[config.mk]
export PLATFORM = sky130hd
export DESIGN_NAME = lf_sub_pipe
export DESIGN_NICKNAME = d
export VERILOG_FILES = /design/src/rtl/lf_sub_pipe.sv
export SDC_FILE = /design/constraint.sdc
export NUM_CORES = 1
export LEC_CHECK = 0
export BUFFER_PORTS_ARGS = -buffer_cell sky130_fd_sc_hd__buf_2
export CAP_MARGIN = 20
export CORE_UTILIZATION = 54
export DETAILED_ROUTE_END_ITERATION = 8
export PLACE_DENSITY = 0.88
export SYNTH_ARGS = -nofsm -noshare
export SYNTH_HDL_FRONTEND = slang
export SYNTH_SLANG_ARGS = --single-unit
export TNS_END_PERCENT = 30
[constraint.sdc]
create_clock -name clk -period 1.9 [get_ports clk]
set_input_delay 0.38 -clock clk [delete_from_list [all_inputs] [get_ports clk]]
set_output_delay 0.38 -clock clk [all_outputs]
set_load 0.01 [all_outputs]
[src/rtl/lf_sub_pipe.sv]
// lf_sub_pipe: two-stage pipelined Ladner-Fischer borrow-lookahead subtractor.
// Computes diff = (a - b - bin) mod 2^WIDTH and bout = (a < b + bin) as
// a + ~b + ~bin through a prefix tree. Nodes 0..WIDTH of the tree are the
// injected carry-in (node 0) followed by one node per operand bit.
// The odd nodes form the Ladner-Fischer core, and a final grey-cell level
// fills in the even nodes.
// Stage 1 covers pre-computation and the first half of the prefix levels.
// Stage 2 covers the remaining levels, the fix-up level and the sum.
// Optional feature macro: LF_SUB_FLAGS_EN adds the registered ovf/zero flags.
module lf_sub_pipe #(
    parameter int WIDTH = 12
) (
    input  logic             clk,
    input  logic             rst,
    input  logic             in_valid,
    output logic             in_ready,
    input  logic [WIDTH-1:0] a,
    input  logic [WIDTH-1:0] b,
    input  logic             bin,
    output logic             out_valid,
    input  logic             out_ready,
    output logic [WIDTH-1:0] diff,
`ifdef LF_SUB_FLAGS_EN
    output logic             bout,
    output logic             ovf,
    output logic             zero
`else
    output logic             bout
`endif
);

    localparam int N  = WIDTH + 1;          // prefix nodes incl. carry-in
    localparam int L  = $clog2(N);          // Ladner-Fischer levels
    localparam int H  = (L + 1) / 2;        // levels evaluated in stage 1

    // One Ladner-Fischer level over the node vectors, returned as {g, p}.
    // Level 1 pairs each odd node with its even neighbour. Later levels run
    // a Sklansky-style prefix over the odd nodes only, using odd-node index m.
    function automatic logic [2*N-1:0] lf_level(input int k,
                                                input logic [N-1:0] g,
                                                input logic [N-1:0] p);
        logic [N-1:0] go;
        logic [N-1:0] po;
        int           j;
        int           m;
        int           mp;
        go = g;
        po = p;
        for (int i = 1; i < N; i++) begin
            j = -1;
            if ((i % 2) == 1) begin
                if (k == 1) begin
                    j = i - 1;
                end else begin
                    m = (i - 1) / 2;
                    if (((m >> (k - 2)) & 1) == 1) begin
                        mp = ((m >> (k - 2)) << (k - 2)) - 1;
                        j  = 2 * mp + 1;
                    end else begin
                        j = -1;
                    end
                end
            end else begin
                j = -1;
            end
            if (j >= 0) begin
                go[i] = g[i] | (p[i] & g[j]);
                po[i] = p[i] & p[j];
            end else begin
                go[i] = g[i];
                po[i] = p[i];
            end
        end
        return {go, po};
    endfunction

    // Grey-cell fix-up: each even node takes the completed prefix of the
    // odd node just below it.
    function automatic logic [N-1:0] lf_fixup(input logic [N-1:0] g,
                                              input logic [N-1:0] p);
        logic [N-1:0] go;
        go = g;
        for (int i = 2; i < N; i += 2) begin
            go[i] = g[i] | (p[i] & g[i-1]);
        end
        return go;
    endfunction

    logic             r_s1_v;
    logic             r_s2_v;
    logic [WIDTH-1:0] r_s1_pbit;
    logic [N-1:0]     r_s1_g;
    logic [N-1:0]     r_s1_p;
    logic [WIDTH-1:0] r_diff;
    logic             r_bout;
`ifdef LF_SUB_FLAGS_EN
    logic             r_s1_a_msb;
    logic             r_s1_b_msb;
    logic             r_ovf;
    logic             r_zero;
`endif

    logic             w_s1_load;
    logic             w_s2_load;
    logic [WIDTH-1:0] w_pbit;
    logic [N-1:0]     w_s1_g;
    logic [N-1:0]     w_s1_p;
    logic [WIDTH-1:0] w_diff;
    logic             w_bout;

    // Handshake: in_ready also opens when the output is being drained.
    assign in_ready  = ~rst & (~r_s1_v | ~r_s2_v | out_ready);
    assign w_s1_load = in_valid & in_ready;
    assign w_s2_load = r_s1_v & (~r_s2_v | out_ready);

    // Stage 1 combinational: propagate/generate with carry-in on node 0,
    // then the first H prefix levels.
    always_comb begin
        logic [N-1:0] g;
        logic [N-1:0] p;
        w_pbit = a ^ ~b;
        g      = {a & ~b, ~bin};
        p      = {w_pbit, 1'b0};
        for (int k = 1; k <= H; k++) begin
            {g, p} = lf_level(k, g, p);
        end
        w_s1_g = g;
        w_s1_p = p;
    end

    // Stage 2 combinational: remaining prefix levels, fix-up, difference.
    always_comb begin
        logic [N-1:0] g;
        logic [N-1:0] p;
        g = r_s1_g;
        p = r_s1_p;
        for (int k = H + 1; k <= L; k++) begin
            {g, p} = lf_level(k, g, p);
        end
        g      = lf_fixup(g, p);
        w_diff = r_s1_pbit ^ g[WIDTH-1:0];
        w_bout = ~g[WIDTH];
    end

    // Pipeline registers and valid bits; reset discards in-flight operands.
    always_ff @(posedge clk) begin
        if (rst) begin
            r_s1_v    <= 1'b0;
            r_s2_v    <= 1'b0;
            r_s1_pbit <= {WIDTH{1'b0}};
            r_s1_g    <= {N{1'b0}};
            r_s1_p    <= {N{1'b0}};
            r_diff    <= {WIDTH{1'b0}};
            r_bout    <= 1'b0;
`ifdef LF_SUB_FLAGS_EN
            r_s1_a_msb <= 1'b0;
            r_s1_b_msb <= 1'b0;
            r_ovf      <= 1'b0;
            r_zero     <= 1'b0;
`endif
        end else begin
            if (w_s1_load) begin
                r_s1_v    <= 1'b1;
                r_s1_pbit <= w_pbit;
                r_s1_g    <= w_s1_g;
                r_s1_p    <= w_s1_p;
`ifdef LF_SUB_FLAGS_EN
                r_s1_a_msb <= a[WIDTH-1];
                r_s1_b_msb <= b[WIDTH-1];
`endif
            end else if (w_s2_load) begin
                r_s1_v <= 1'b0;
            end else begin
                r_s1_v <= r_s1_v;
            end

            if (w_s2_load) begin
                r_s2_v <= 1'b1;
                r_diff <= w_diff;
                r_bout <= w_bout;
`ifdef LF_SUB_FLAGS_EN
                r_ovf  <= (r_s1_a_msb ^ r_s1_b_msb) & (w_diff[WIDTH-1] ^ r_s1_a_msb);
                r_zero <= (w_diff == {WIDTH{1'b0}});
`endif
            end else if (out_ready) begin
                r_s2_v <= 1'b0;
            end else begin
                r_s2_v <= r_s2_v;
            end
        end
    end

    assign out_valid = r_s2_v;
    assign diff      = r_diff;
    assign bout      = r_bout;
`ifdef LF_SUB_FLAGS_EN
    assign ovf       = r_ovf;
    assign zero      = r_zero;
`endif

endmodule

Word level (Yosys, flattened, before mapping)
Index checks and enable logic that the tools add are counted.
{"block": "word_totals", "wordCells": 73, "in_bits": 29, "register_bits": 50}
{"block": "op_classes", "n_mux": 4, "bitwise_logic": 60, "reduce_logical": 2}
{"op": "$and 1x1->1", "count": 29}
{"op": "$xor 12x12->12", "count": 2}
{"op": "$or 1x1->1", "count": 22}
{"op": "$and 12x12->12", "count": 1}
{"op": "$not 12->12", "count": 1}
{"op": "$not 1->1", "count": 5}
{"op": "$mux 1", "count": 4}
{"op": "$reduce_bool 2->1", "count": 2}

Longest topological paths before layout
{"block": "depth", "depth_word": 7, "depth_mapped": 6, "depth_no_buf": 6}

Least setup slack after synthesis
Ideal clock, no wire load.
{"block": "synth_timing", "path_type": "register -> register", "from": "reg r_s1_g[3]", "to": "reg r_bout (netlist: bout)", "t_arrival_ns": 1.416, "t_required_ns": 1.830, "path_stages_with_launch": 6, "setup_slack_ns": 0.414, "path_cell_list": "dfxtp_1 > a21o_1 > a21o_1 > ha_1 > or4_1 > a21oi_1"}
{"block": "synth_between", "elab_chain_len": 7}
{"element": "start, declared", "line_no": "92", "text": "logic [N-1:0] r_s1_g;"}
{"element": "start signal, assigned", "line_no": "151", "text": "r_s1_g <= {N{1'b0}};"}
{"element": "start signal, assigned", "line_no": "165", "text": "r_s1_g <= w_s1_g;"}
{"element": "$and 1x1->1", "line_no": "67", "text": "go[i] = g[i] | (p[i] & g[j]);"}
{"element": "$or 1x1->1", "line_no": "67"}
{"element": "$and 1x1->1", "line_no": "67"}
{"element": "$or 1x1->1", "line_no": "67"}
{"element": "$and 1x1->1", "line_no": "84", "text": "go[i] = g[i] | (p[i] & g[i-1]);"}
{"element": "$or 1x1->1", "line_no": "84"}
{"element": "$not 1->1", "line_no": "142", "text": "w_bout = ~g[WIDTH];"}
{"element": "end signal, assigned", "line_no": "180", "text": "r_bout <= w_bout;"}
{"element": "end, declared", "line_no": "95", "text": "logic r_bout;"}
No other way between the ends.
A chain may end at the register's enable or synchronous reset.

Worst setup path in the final report
{"block": "layout_timing", "from": "reg r_s1_v", "to": "out in_ready"}
{"block": "layout_between", "elab_chain_len": 4}
{"element": "start, declared", "line_no": "89", "text": "logic r_s1_v;"}
{"element": "start signal, assigned", "line_no": "174", "text": "r_s1_v <= r_s1_v;"}
{"element": "$not 1->1", "line_no": "112", "text": "assign in_ready = ~rst & (~r_s1_v | ~r_s2_v | out_ready);"}
{"element": "$or 1x1->1 (2 in series)", "line_no": "112"}
{"element": "$and 1x1->1", "line_no": "112"}
{"element": "end, declared", "line_no": "16", "text": "output logic in_ready,"}
No other way between the ends.

==> metrics.md <==
| Metric | Value |
|---|---|
| Total GRT Usage | 0.241 |
| Sequential share of the synthesized area | 0.416 |
| Area leader, netlist | dfxtp_1 |
| R2R Setup Slk | between 0.3 and 0.4 ns |
| Die Width | 64.7 microns |
| Global-route wire length before repair | ~8000 microns |
| Static Leak | about 1.1 nW |
| Finish-stage setup viols | 0 |
| Yosys reg bits | 44 |
| Crit. Startpoint | r_s1_v |
| Fin. max-slew vios | 0 |
| R2R Path Start | r_s1_g[3] |
| Area grow syn2layout | 16.7% |
| Clock tree sinks | 44 |
| Initial Util | 0.570 |
| Clock Skews | around 0.0038 ns |
| Crit path capture | in_ready |
| CTS root buf | clkbuf_8 |
| Worst-margin pin slew | around 0.48 ns |
| 1st-iter DRT viols | about 170 |
| Reg2reg end | bout |
| Mapped Cells | 252 |
| Slew headroom | 0.679 |
| Hold Crit Depth | 2 |
| Slowest stage delay, CP | ~0.44 ns |
| Setup crit start kind | flop |
| # fillers | 340 |
| Slowest-stage cell, CP | dfxtp_1 |
| Worst-path clk slew | roughly 0.08 ns |
| Gr ovfl total | 0 |
| Fmax | approximately 0.58 GHz |
| Setup CP Type | reg2out |
| Arr. time, crit path | 1.33 ns |
| Outcome | finished clean |
| Final hold vios | 0 |
| Initial antenna violation count | 0 |
| Diodes inserted | 0 |
| R2R cell count | 5 |
| Critical path data required time | roughly 1.5 ns |
| Worst-Skew Late Latency | 0.30 ns |
| Pre-antenna DRT Iters | 4 |
| Synth area leaders | dfxtp_1, a21oi_1, ha_1 |
| Crit path max fanout | 8 |
| Post-Route WL | between 4000 and 5000 microns |
| Final GP Congestion | roughly 0.8 |
| Via Count | roughly 2000 |
| Final min period | 1.71 ns |
| CP Capture Type | output pin |
| Pwr Total | around 1.9 mW |
| IO Count | 44 |
| Yosys top cell area share | 0.416 |
| Wire per inst | between 10 and 15 microns |
| Final #Nets | 338 |
| Post-Syn Area | 2120 sq um |
| HPWL Detailed | 3300 microns |
| CTS Buf Count | 5 |
| Cell Chain, Critical Path | and3b_2 -> nor2_1 -> buf_2 |
| Tcrit/Tclk final | 0.901 |
| VDD IR max | 501 uV |
| PortBufs | 43 |
| Setup TNS | 0 ns |
| # rows | 22 |
| Die Area | 4180 sq um |
| CTS tree | yes |
| Largest buffer count on any clock path | 2 |
| Finished Core Util | 0.666 |
| Chip height | roughly 65 microns |
| Vias in the first global route | between 1500 and 2000 |
| Ys Warns | 0 |
| Final ANT Viol Nets | 0 |
| Worst Hold Class | in2reg |
| Mapped Nets | ~300 |
| Post-synth cell types | 29 |
| Share of cells above drive strength 1 | 0.216 |
| RSZ-0062 raised after global routing | no |
| Final hold slack | approximately 0.3 ns |
| Drt via density | 5.76 |
| Avg Synthesized Cell Area | between 8 and 9 sq um |
| H-tree depth | 2 |
| Pwr Density | approximately 770 nW/um^2 |
| Largest net degree at the start of global routing | 45 |
| Core Box Area | between 3000 and 4000 sq um |
| CTS Hold Bufs | 0 |
| Residual DRC count | 0 |
| Max Cap Viol | 0 |
## synthesized netlist by cell type
library cell  instances
or4_1                 1
nand3b_2              1
o21a_1                3
buf_1                 1
xnor2_1               1
a311oi_1              2
o31ai_1               1
buf_2                 4
dfxtp_1              44
nand3_1              24
a211oi_1              5
ha_1                 18
nor3_1                1
nand2b_1              1
nor2b_1               2
clkbuf_1             13
and3b_1               1
inv_1                14
nor2_1                2
nand4_1               9
inv_2                 1
a21oi_1              48
a211o_1               2
or3_1                 7
a21o_1                4
o21ai_0              33
buf_6                 2
nor4_1                1
o21ai_1               6
## cell families (layout without fill, tap and decap cells)
logic type      after synthesis  in the layout  share of synthesized area
fa+ha+maj                    18             18                      0.106
simple gates                 50             50                      0.135
flops                        44             44                      0.416
buf+inv                      35             75                     0.0714
xor+xnor                      1              1                    0.00413
compound gates              104            104                      0.268
## worst max-delay path, delay by kind of cell, from the launching register on
family / cells / cell delay [ns]
AND/OR/NAND/NOR: 2 / 0.45
flip-flops: 1 / 0.44
buffers and inverters: 1 / 0.15
## area by class of cell
type                       instances  area, sq um  share of cell area
sequential                        44          881               0.356
clock buffer                       6         82.6              0.0334
clock inverter                     2         10.0             0.00405
timing repair buffer              52          295               0.119
inverter                          15         56.3              0.0228
tap                               48         60.1              0.0243
multi-input combinational        173         1090               0.440
## where the power goes
part	switching, mW	internal (mW)	total [mW]
clock	0.307	0.290	0.597
sequential	0.0334	0.976	1.01
combinational	0.165	0.138	0.303
## worst min path at each step
stage | start | end
3_3_place_gp | diff[4] | diff[4]
4_1_cts | bin | r_s1_g[0]
2_1_floorplan | r_s1_p[11] | r_s1_p[11]
5_1_grt | bin | r_s1_g[0]
6_report | bin | r_s1_g[0]
3_5_place_dp | diff[11] | diff[11]
## layout by cell type (no fill, tap or decap), types with 3 or more instances in the layout
master    count
a21o_1        4
nand4_1       9
clkbuf_8      6
a21oi_1      48
inv_1        14
a211oi_1      5
o21a_1        3
buf_2        43
ha_1         18
o21ai_0      33
dfxtp_1      44
o21ai_1       6
buf_4         8
or3_1         7
nand3_1      24
## sequential cells by signal, summed over array words and instances, names as in the netlist
| register | flops |
|---|---|
| r_s1_v | 1 |
| r_s1_g | 13 |
| diff | 12 |
| r_s1_p | 4 |
| out_valid | 1 |
| r_s1_pbit | 12 |
| bout | 1 |
## metrics by stage
step,area [sq um],cells,worst slack [ns]
after CTS,2470,340,0.0708
after detailed placement,2380,332,0.305
after floorplan,2120,252,0.414
after global placement,2380,332,0.301
final,2470,340,0.188
after global routing,2470,340,0.0886
## timing repair
| action | CTS | global route |
|---|---|---|
| endpoints found under the setup margin | 0 | 1 |
| setup buffers | 0 | 0 |
| resized for setup | 0 | 1 |
## routing by layer
| layer | part of all wire | wire length, microns | track usage |
|---|---|---|---|
| met1 | 0.48 | 2210 | 0.333 |
| met2 | 0.46 | 2110 | 0.372 |
| met3 | 0.058 | 266 | 0.0581 |
| met4 | 0.0086 | 40 | 0.0667 |
| met5 | 0 | 0 | 0 |
Note: power is estimated with default switching activity, not from simulation.
